## config.mk

```make
export PLATFORM = sky130hd
export DESIGN_NAME = clk_wiz_reset_seq_flat
export DESIGN_NICKNAME = d
export VERILOG_FILES = /design/src/rtl/clk_wiz_reset_seq_if.sv /design/src/rtl/clk_wiz_reset_seq.sv /design/src/flat_wrapper.sv
export SDC_FILE = /design/constraint.sdc
export NUM_CORES = 1
export LEC_CHECK = 0
export CAP_MARGIN = 20
export CORE_MARGIN = 5
export CORE_UTILIZATION = 58
export CTS_BUF_LIST = sky130_fd_sc_hd__clkbuf_8
export CTS_CLUSTER_SIZE = 10
export DETAILED_ROUTE_END_ITERATION = 16
export PLACE_DENSITY = 0.88
export SYNTH_ARGS = -nofsm -noshare
export SYNTH_HDL_FRONTEND = slang
export SYNTH_SLANG_ARGS = --single-unit
```

## constraint.sdc

```tcl
create_clock -name clk -period 2.65 [get_ports clk]
set_input_delay 0.3975 -clock clk [delete_from_list [all_inputs] [get_ports clk]]
set_output_delay 0.3975 -clock clk [all_outputs]
set_load 0.01 [all_outputs]
```

## src/rtl/clk_wiz_reset_seq_if.sv

```systemverilog
// ---------------------------------------------------------------------------
// clk_wiz_reset_seq_if
//   Signal bundle between the reset sequencer and the clocking wizard /
//   downstream clock domains.
//
//   Signal semantics (there is no valid/ready pair on this link):
//     locked     : level from the wizard. It is asynchronous to clk, so the
//                  sequencer synchronises it before use.
//     relock_req : single-cycle pulse sampled on clk. A high level for one
//                  clk cycle starts a fresh lock sequence.
//     pll_reset, core_rst, ready, lock_fail, try_cnt :
//                  registered levels. They change only on a clk edge, or
//                  asynchronously when the sequencer is reset.
//     dbg_state  : current sequencer state, for debug and checkers.
//
//   Modports
//     master : the sequencer. It drives the reset/status outputs.
//     slave  : the wizard / domain side. It drives locked and relock_req.
// ---------------------------------------------------------------------------
interface clk_wiz_reset_seq_if #(
  parameter int N_DOM = 3,
  parameter int TRY_W = 2
);
  logic             locked;
  logic             relock_req;
  logic             pll_reset;
  logic [N_DOM-1:0] core_rst;
  logic             ready;
  logic             lock_fail;
  logic [TRY_W-1:0] try_cnt;
  logic [2:0]       dbg_state;

  modport master (
    input  locked, relock_req,
    output pll_reset, core_rst, ready, lock_fail, try_cnt, dbg_state
  );

  modport slave (
    output locked, relock_req,
    input  pll_reset, core_rst, ready, lock_fail, try_cnt, dbg_state
  );
endinterface

```

## src/rtl/clk_wiz_reset_seq.sv

```systemverilog
// ---------------------------------------------------------------------------
// clk_wiz_reset_seq
//   Reset sequencer for clk_wiz_alu. It runs on the free-running board clock,
//   which is the same net as the wizard's clk_in1.
//   Sequence of operation:
//     1. Pulse the wizard reset.
//     2. Wait for lock, then require lock to stay stable.
//     3. Release the per-domain core resets one at a time, bit 0 first.
//   A failed attempt is retried. After MAX_TRY lock timeouts the sequencer
//   stops in a fatal state until it is reset or receives relock_req.
//
// Ports
//   clk   : board clock
//   reset : asynchronous, active-high block reset
//   bus   : clk_wiz_reset_seq_if.master
//             in  : locked, relock_req
//             out : pll_reset, core_rst[N_DOM-1:0], ready, lock_fail,
//                   try_cnt, dbg_state
// ---------------------------------------------------------------------------
module clk_wiz_reset_seq #(
  parameter int N_DOM         = 3,
  parameter int RST_CYCLES    = 16,
  parameter int LOCK_TIMEOUT  = 4096,
  parameter int STABLE_CYCLES = 64,
  parameter int STAGGER       = 8,
  parameter int MAX_TRY       = 3
) (
  input  logic                 clk,
  input  logic                 reset,
  clk_wiz_reset_seq_if.master  bus
);

  localparam int TRY_W   = $clog2(MAX_TRY + 1);
  localparam int MAX_A   = (LOCK_TIMEOUT > STABLE_CYCLES) ? LOCK_TIMEOUT : STABLE_CYCLES;
  localparam int MAX_B   = (RST_CYCLES > N_DOM * STAGGER) ? RST_CYCLES : N_DOM * STAGGER;
  localparam int CNT_MAX = (MAX_A > MAX_B) ? MAX_A : MAX_B;
  localparam int CNT_W   = (CNT_MAX > 1) ? $clog2(CNT_MAX) : 1;

  localparam logic [CNT_W-1:0] RST_LAST    = CNT_W'(RST_CYCLES - 1);
  localparam logic [CNT_W-1:0] TO_LAST     = CNT_W'(LOCK_TIMEOUT - 1);
  localparam logic [CNT_W-1:0] STABLE_LAST = CNT_W'(STABLE_CYCLES - 1);
  localparam logic [CNT_W-1:0] REL_LAST    = CNT_W'((N_DOM - 1) * STAGGER);
  localparam logic [TRY_W-1:0] TRY_LIMIT   = TRY_W'(MAX_TRY);

  typedef enum logic [2:0] {
    S_PLLRST = 3'd0,
    S_WAIT   = 3'd1,
    S_STABLE = 3'd2,
    S_REL    = 3'd3,
    S_RUN    = 3'd4,
    S_FAIL   = 3'd5
  } state_t;

  state_t           state, state_n;
  logic [CNT_W-1:0] cnt, cnt_n;
  logic [TRY_W-1:0] try_q, try_n, try_sat;
  logic [1:0]       sync_q;
  logic             locked_s;

  logic             pll_reset_q, pll_reset_n;
  logic [N_DOM-1:0] core_rst_q, core_rst_n;
  logic             ready_q, ready_n;
  logic             lock_fail_q, lock_fail_n;
  logic [N_DOM-1:0] rel_mask;

  assign locked_s = sync_q[1];
  assign try_sat  = (try_q == TRY_LIMIT) ? try_q : try_q + TRY_W'(1);

  // State register. The synchroniser flops and all outputs are registered here.
  always_ff @(posedge clk or posedge reset) begin
    if (reset) begin
      state       <= S_PLLRST;
      cnt         <= '0;
      try_q       <= '0;
      sync_q      <= '0;
      pll_reset_q <= 1'b1;
      core_rst_q  <= '1;
      ready_q     <= 1'b0;
      lock_fail_q <= 1'b0;
    end else begin
      state       <= state_n;
      cnt         <= cnt_n;
      try_q       <= try_n;
      sync_q      <= {sync_q[0], bus.locked};
      pll_reset_q <= pll_reset_n;
      core_rst_q  <= core_rst_n;
      ready_q     <= ready_n;
      lock_fail_q <= lock_fail_n;
    end
  end

  // Next-state logic.
  // A "restart" sends the sequencer back to S_PLLRST with cnt and try_cnt cleared.
  // relock_req is tested first in every state, so it wins over a timeout or a
  // release decided on the same edge.
  always_comb begin
    state_n = state;
    cnt_n   = cnt + CNT_W'(1);
    try_n   = try_q;
    unique case (state)
      S_PLLRST: begin
        if (bus.relock_req) begin
          cnt_n = '0;                       // restart the pulse; try_cnt is kept
        end else if (cnt == RST_LAST) begin
          state_n = S_WAIT;
          cnt_n   = '0;
        end
      end
      S_WAIT: begin
        if (bus.relock_req) begin
          state_n = S_PLLRST;
          cnt_n   = '0;
          try_n   = '0;
        end else if (locked_s) begin
          state_n = S_STABLE;
          cnt_n   = '0;
        end else if (cnt == TO_LAST) begin
          try_n   = try_sat;
          cnt_n   = '0;
          state_n = (try_sat == TRY_LIMIT) ? S_FAIL : S_PLLRST;
        end
      end
      S_STABLE: begin
        if (bus.relock_req) begin
          state_n = S_PLLRST;
          cnt_n   = '0;
          try_n   = '0;
        end else if (!locked_s) begin
          state_n = S_WAIT;                 // glitch: lock timeout restarts, try_cnt kept
          cnt_n   = '0;
        end else if (cnt == STABLE_LAST) begin
          state_n = S_REL;
          cnt_n   = '0;
        end
      end
      S_REL: begin
        if (bus.relock_req || !locked_s) begin
          state_n = S_PLLRST;
          cnt_n   = '0;
          try_n   = '0;
        end else if (cnt == REL_LAST) begin
          state_n = S_RUN;
          cnt_n   = '0;
        end
      end
      S_RUN: begin
        cnt_n = '0;                         // hold cnt so it cannot wrap while running
        if (bus.relock_req || !locked_s) begin
          state_n = S_PLLRST;
          try_n   = '0;
        end
      end
      S_FAIL: begin
        cnt_n = '0;
        if (bus.relock_req) begin
          state_n = S_PLLRST;
          try_n   = '0;
        end
      end
      default: begin
        state_n = S_PLLRST;
        cnt_n   = '0;
        try_n   = '0;
      end
    endcase
  end

  // Output logic.
  // Outputs are computed from the next state, so the registered outputs
  // line up with the state they describe.
  always_comb begin
    rel_mask = '0;
    for (int i = 0; i < N_DOM; i++) begin
      rel_mask[i] = (cnt == CNT_W'(i * STAGGER));
    end

    pll_reset_n = (state_n == S_PLLRST) || (state_n == S_FAIL);
    ready_n     = (state_n == S_RUN);
    lock_fail_n = (state_n == S_FAIL);
    core_rst_n  = '1;
    if (state_n == S_RUN) begin
      core_rst_n = '0;
    end else if (state_n == S_REL && state == S_REL) begin
      // Bits released earlier stay released. On entry to S_REL all bits
      // are still held.
      core_rst_n = core_rst_q & ~rel_mask;
    end
  end

  assign bus.pll_reset = pll_reset_q;
  assign bus.core_rst  = core_rst_q;
  assign bus.ready     = ready_q;
  assign bus.lock_fail = lock_fail_q;
  assign bus.try_cnt   = try_q;
  assign bus.dbg_state = state;

endmodule
```

## src/flat_wrapper.sv

```systemverilog
// flat-port wrapper written by rule: the top's interface ports become plain ports
module clk_wiz_reset_seq_flat 
#(
  parameter int N_DOM         = 3,
  parameter int RST_CYCLES    = 16,
  parameter int LOCK_TIMEOUT  = 4096,
  parameter int STABLE_CYCLES = 64,
  parameter int STAGGER       = 8,
  parameter int MAX_TRY       = 3
)
  (clk, reset, bus_locked, bus_relock_req, bus_pll_reset, bus_core_rst, bus_ready, bus_lock_fail, bus_try_cnt, bus_dbg_state);
  clk_wiz_reset_seq_if #(.N_DOM(N_DOM)) bus_i ();
  input  logic clk;
  input  logic reset;
  input wire logic [$bits(bus_i.locked)-1:0] bus_locked;
  input wire logic [$bits(bus_i.relock_req)-1:0] bus_relock_req;
  output wire logic [$bits(bus_i.pll_reset)-1:0] bus_pll_reset;
  output wire logic [$bits(bus_i.core_rst)-1:0] bus_core_rst;
  output wire logic [$bits(bus_i.ready)-1:0] bus_ready;
  output wire logic [$bits(bus_i.lock_fail)-1:0] bus_lock_fail;
  output wire logic [$bits(bus_i.try_cnt)-1:0] bus_try_cnt;
  output wire logic [$bits(bus_i.dbg_state)-1:0] bus_dbg_state;
  assign bus_i.locked = bus_locked;
  assign bus_i.relock_req = bus_relock_req;
  assign bus_pll_reset = bus_i.pll_reset;
  assign bus_core_rst = bus_i.core_rst;
  assign bus_ready = bus_i.ready;
  assign bus_lock_fail = bus_i.lock_fail;
  assign bus_try_cnt = bus_i.try_cnt;
  assign bus_dbg_state = bus_i.dbg_state;
  clk_wiz_reset_seq #(.N_DOM(N_DOM), .RST_CYCLES(RST_CYCLES), .LOCK_TIMEOUT(LOCK_TIMEOUT), .STABLE_CYCLES(STABLE_CYCLES), .STAGGER(STAGGER), .MAX_TRY(MAX_TRY)) u_core (.clk(clk), .reset(reset), .bus(bus_i));
endmodule
```

======== Word level (Yosys, flattened, before mapping) ========
Cells that the tools add are included.
storage, ports and cells
  output and inout bits ................... 11
  register bits ........................... 25
  input bits .............................. 4
  logic and storage cells ................. 76
operators by class
  mux-type cells .......................... 34
  bitwise gates (word level) .............. 3
  reductions and logical operators ........ 10
  $add $sub $neg .......................... 2
  eq/ne operators ......................... 19
operators by type and width
  operator                                        count
  two-way mux 12 bit                              10
  case mux 12 bit (4 select lines)                1
  two-way mux 3 bit                               15
  == test 12 x 4 -> 1 bit, second input constant  2
  case mux 3 bit (6 select lines)                 1
  adder 12 x 1 -> 12 bit, second input constant   1
  == test 12 bit, second input constant           1
  == test 12 x 5 -> 1 bit, second input constant  1
  == test 12 x 6 -> 1 bit, second input constant  1
  == test 3 bit, second input constant            4
  logical NOT 12 bit                              1
  two-way mux 2 bit                               6
  == test 3 x 2 -> 1 bit, second input constant   3
  case mux 2 bit (4 select lines)                 1
  logical NOT 3 bit                               2
  AND reduction 5 bit                             1
  == test 2 bit, second input constant            2
  != test 2 x 1 -> 1 bit, second input constant   2
  OR reduction 2 bit                              2
  AND 3 bit                                       1
  == test 3 x 1 -> 1 bit, second input constant   1
  != test 3 x 2 -> 1 bit, second input constant   1
  != test 3 bit, second input constant            1
  NOT 3 bit                                       1
  5 further kinds                                 6

======== Logic depth before layout (Yosys ltp) ========
  depth in word-level cells ............... 12
  mapped depth ............................ 7
  gate-level depth less buffers ........... 6

======== Worst setup path after synthesis ========
Ideal clock, no wire load.
  kind .................................... register to register
  start ................................... reg u_core.cnt[0]
  end ..................................... reg u_core.pll_reset_q (netlist: u_core.bus.pll_reset)
  cell stages (with the launch flop) ...... 7
  path buffers ............................ 0
  slack ................................... 0.467 ns
  period minus slack after synthesis ...... 2.183 ns
  setup time .............................. 0.082 ns
  data required time ...................... 2.568 ns
  data arrival time ....................... 2.100 ns
  cell sequence ........................... dfrtp_1 -> ha_1 -> nand3_4 -> or4_4 -> o21a_1 -> or3b_4 -> mux2_4
between the ends
  word-level cells in the longest chain between the ends .. 7
  elaborated cells between the ends (all ways) .. 18
  classes of those cells .................. eq/ne: 5; mux: 11; reduce/logical: 2
RTL lines
  element                                                    line                                                RTL
  start: declaration                                         clk_wiz_reset_seq.sv:55                             logic [CNT_W-1:0] cnt, cnt_n;
  start signal: assignment                                   clk_wiz_reset_seq.sv:82                             cnt <= cnt_n;
  == test 12 x 6 -> 1 bit or == test 12 bit (tied branches)  clk_wiz_reset_seq.sv:131, clk_wiz_reset_seq.sv:117
  two-way mux 3 bit (on tied branches)                       clk_wiz_reset_seq.sv:131, clk_wiz_reset_seq.sv:117
  two-way mux 3 bit (on tied branches)                       clk_wiz_reset_seq.sv:128, clk_wiz_reset_seq.sv:114
  two-way mux 3 bit (on tied branches)                       clk_wiz_reset_seq.sv:124, clk_wiz_reset_seq.sv:110
  case mux 3 bit (6 select lines) (*)                        clk_wiz_reset_seq.sv:100                            unique case (state)
  via u_core.state_n[0]                                      clk_wiz_reset_seq.sv:54                             state_t state, state_n;
  == test 3 bit or logical NOT 3 bit (tied branches)         clk_wiz_reset_seq.sv:177                            pll_reset_n = (state_n == S_PLLRST) || (state_n == S_FAIL);
  logical OR 1 bit (*)                                       clk_wiz_reset_seq.sv:177
  via u_core.pll_reset_n                                     clk_wiz_reset_seq.sv:60                             logic pll_reset_q, pll_reset_n;
  end signal: assignment                                     clk_wiz_reset_seq.sv:85                             pll_reset_q <= pll_reset_n;
  end: declaration                                           clk_wiz_reset_seq.sv:60
Mark *: on every way through the listed nets, which the timed path passes. The rest lies on a longest branch.
A chain may end at the register's enable or synchronous reset.

======== Worst setup path after layout ========
Same ends and word-level chain as after synthesis.

==> reports/qor.txt <==
fin crit period - 2.30 ns
Synth Instances - 144
DPL Wire Length - 2070 um
CTS sink count - 25
synth cell count leaders - nor2_1 (24), dfrtp_1 (21), nand2_1 (12)
CTS tree - yes
DRT Wirelength - 2870 um
crit end category - flip-flop
Syn. warnings - 0
outcome - completed
clock buffer depth - 2
sw frac - 23.6%
final RePlAce weighted congestion - 0.846
hold buffers post-CTS - 0
period utilization - 86.9%
crit path kind - flip-flop to flip-flop
most frequent cell after synthesis - nor2_1
Max Cap Viol - 0
Clock Root Buffer - clkbuf_8
input/output buffers - 14
async set-reset flop share out of synthesis - 100%
Buf/Inv on CP - 0
Routed Antenna Nets - 0
Mapped Area - 1370 sq um
Detailed Routing Iterations Pass 1 - 4
clk slew on worst S/H paths - 0.09 ns
sequential area share after synthesis - 46.2%
maximum fanout along the worst path - 6
DIE HEIGHT - 58.5 um
Synth Flop Type - dfrtp_1
Data arrival, critical path - 2.51 ns
Setup Viol. Count Final - 0
Hold Crit Class - flip-flop to flip-flop
largest net degree at the start of global routing - 26
DR DRC count - 0
global-route total usage across every layer - 19.3%
Synth area leaders - dfrtp_1 (38%), dfstp_2 (7.7%), nor2_1 (6.6%)
WP data required - 2.86 ns
Pwr Density - 427 nW/um^2
post-synth top area share - 38.5%
Critical Path Start Type - flip-flop
FILL cells - 173
cts repair resizes - 0
Synth Register Bits - 25
DR WL/cell - 15.7 um
die area - 3420 sq um
syn nets - 150
first-pass GRT wire length - 5110 um
Final Skew - 0.00617 ns
Area Growth Syn to Fin - 14.2%
Max Slew Vio Count - 0
Multi-input gate area - 666 sq um
Leak - 0.660 nW
routed vias/inst - 6.07
Worst path slowest cell - or4_4
Max IR drop VDD - 0.000368 V
H-tree Lvls - 1
share of layout cells above drive strength 1 - 10.3%
# rows - 17
EDFF count, synth - 0
sequential share of power - 59.3%
clk_lat worst skew - 0.27 ns
area leader, netlist - dfrtp_1
max incr delay on CP - 0.54 ns
Fin Setup TNS - 0 ns
Starting Density - 61.1%
vias in the first global route - 1093
register area - 631 sq um
grt ovf - 0
io pins - 15
Netlist cell types - 45
Die Wd - 58.5 um
combinational fraction of design power - 5.7%
1st-iter DRT viols - 22
TritonCTS Buffers - 3
initial antenna violation count - 0
net switching power figure - 0.000157 W
Avg Cell Area, Syn - 9.48 sq um
vias after detailed routing - 1110
top achievable clock speed - 0.434 GHz
unrepaired setup endpoints after global routing - false
Cell Int Power - 0.000508 W
family with the most delay on the worst path - simple AND/OR/NAND/NOR gates
core area - 2230 sq um
clock power share - 34.9%
Post-CTS Setup Bufs - 0
NumNets Final - 162
hold_ws - 0.364 ns
antenna cell count - 0
final hold violation count - 0
Max-slew headroom - 37.7%
worst slew pin tran - 0.934 ns
crit-path cells - ha_1 -> nand3_4 -> or4_4 -> o21a_1 -> or3b_4 -> mux2_4
## cell usage in the layout, fill, tap and decap left out, types with 4 or more instances in the layout
cell type	netlist	routed
nand2_1	12	12
a21oi_1	4	4
clkdlybuf4s50_1	0	14
inv_1	9	9
dfrtp_1	21	21
nor2_1	24	24
nand3_1	6	6
dfstp_2	4	4
xor2_1	4	4
xnor2_1	7	7
## through the flow
stage / util [%] / std cells / area (sq um) / power, W / setup slack (ns)
2_1_floorplan: - / 144 / 1370 / 0.000426 / 0.467
3_3_place_gp: 67.7 / 179 / 1510 / 0.000437 / 0.285
3_5_place_dp: 67.7 / 179 / 1510 / 0.000440 / 0.219
4_1_cts: 69.8 / 183 / 1560 / 0.000663 / 0.348
5_1_grt: 69.8 / 183 / 1560 / 0.000698 / 0.272
6_report: 69.8 / 183 / 1560 / 0.000665 / 0.347
## final cells by class
type	count	area share [%]
flip-flops and latches	25	40.4
multi-input cells	102	42.7
clock inverters	1	0.321
well taps	28	2.25
repair buffers	15	9.47
clock buffers	3	2.65
inverters	9	2.17
## state kept, by name, indices dropped and copies added, names as in the netlist
register              flops
u_core.bus.pll_reset      1
u_core.bus.lock_fail      1
u_core.sync_q             2
u_core.bus.core_rst       3
u_core.bus.try_cnt        2
u_core.bus.ready          1
u_core.cnt               12
u_core.bus.dbg_state      3
## cell families (layout without fill, tap and decap cells)
family | count (synthesis) | count (layout) | synth area share, %
simple gates | 64 | 64 | 25.5
flops | 25 | 25 | 46.2
compound gates | 22 | 22 | 11.8
buf+inv | 17 | 28 | 5.04
xor+xnor | 11 | 11 | 7.06
mux | 3 | 3 | 2.57
fa+ha+maj | 2 | 2 | 1.83
## worst paths after layout
check / from / end / slack [ns] / cells after the start
setup reg to reg: u_core.cnt[0] / u_core.bus.pll_reset / 0.35 / 6
max in group asynchronous: reset / u_core.cnt[2] / 1.44 / 2
hold reg to reg: u_core.sync_q[0] / u_core.sync_q[1] / 0.36 / 0
setup / recovery: u_core.cnt[0] / u_core.bus.pll_reset / 0.35 / 6
min in group asynchronous: reset / u_core.bus.ready / 0.64 / 2
hold / removal: u_core.sync_q[0] / u_core.sync_q[1] / 0.36 / 0
## power by group through the flow
stage	clock (W)	combinational (W)	sequential (W)
2_1_floorplan	0	0.0000276	0.000399
3_3_place_gp	0	0.0000359	0.000401
3_5_place_dp	0	0.0000383	0.000402
4_1_cts	0.000230	0.0000387	0.000394
5_1_grt	0.000259	0.0000435	0.000396
6_report	0.000232	0.0000381	0.000395
## routing by layer
metal  wire [um]  GRT usage, %
met5           0             0
met4          15          5.96
met3          81          3.73
met2        1440          32.2
met1        1330          25.2
Power figures use the tool's default switching activity.
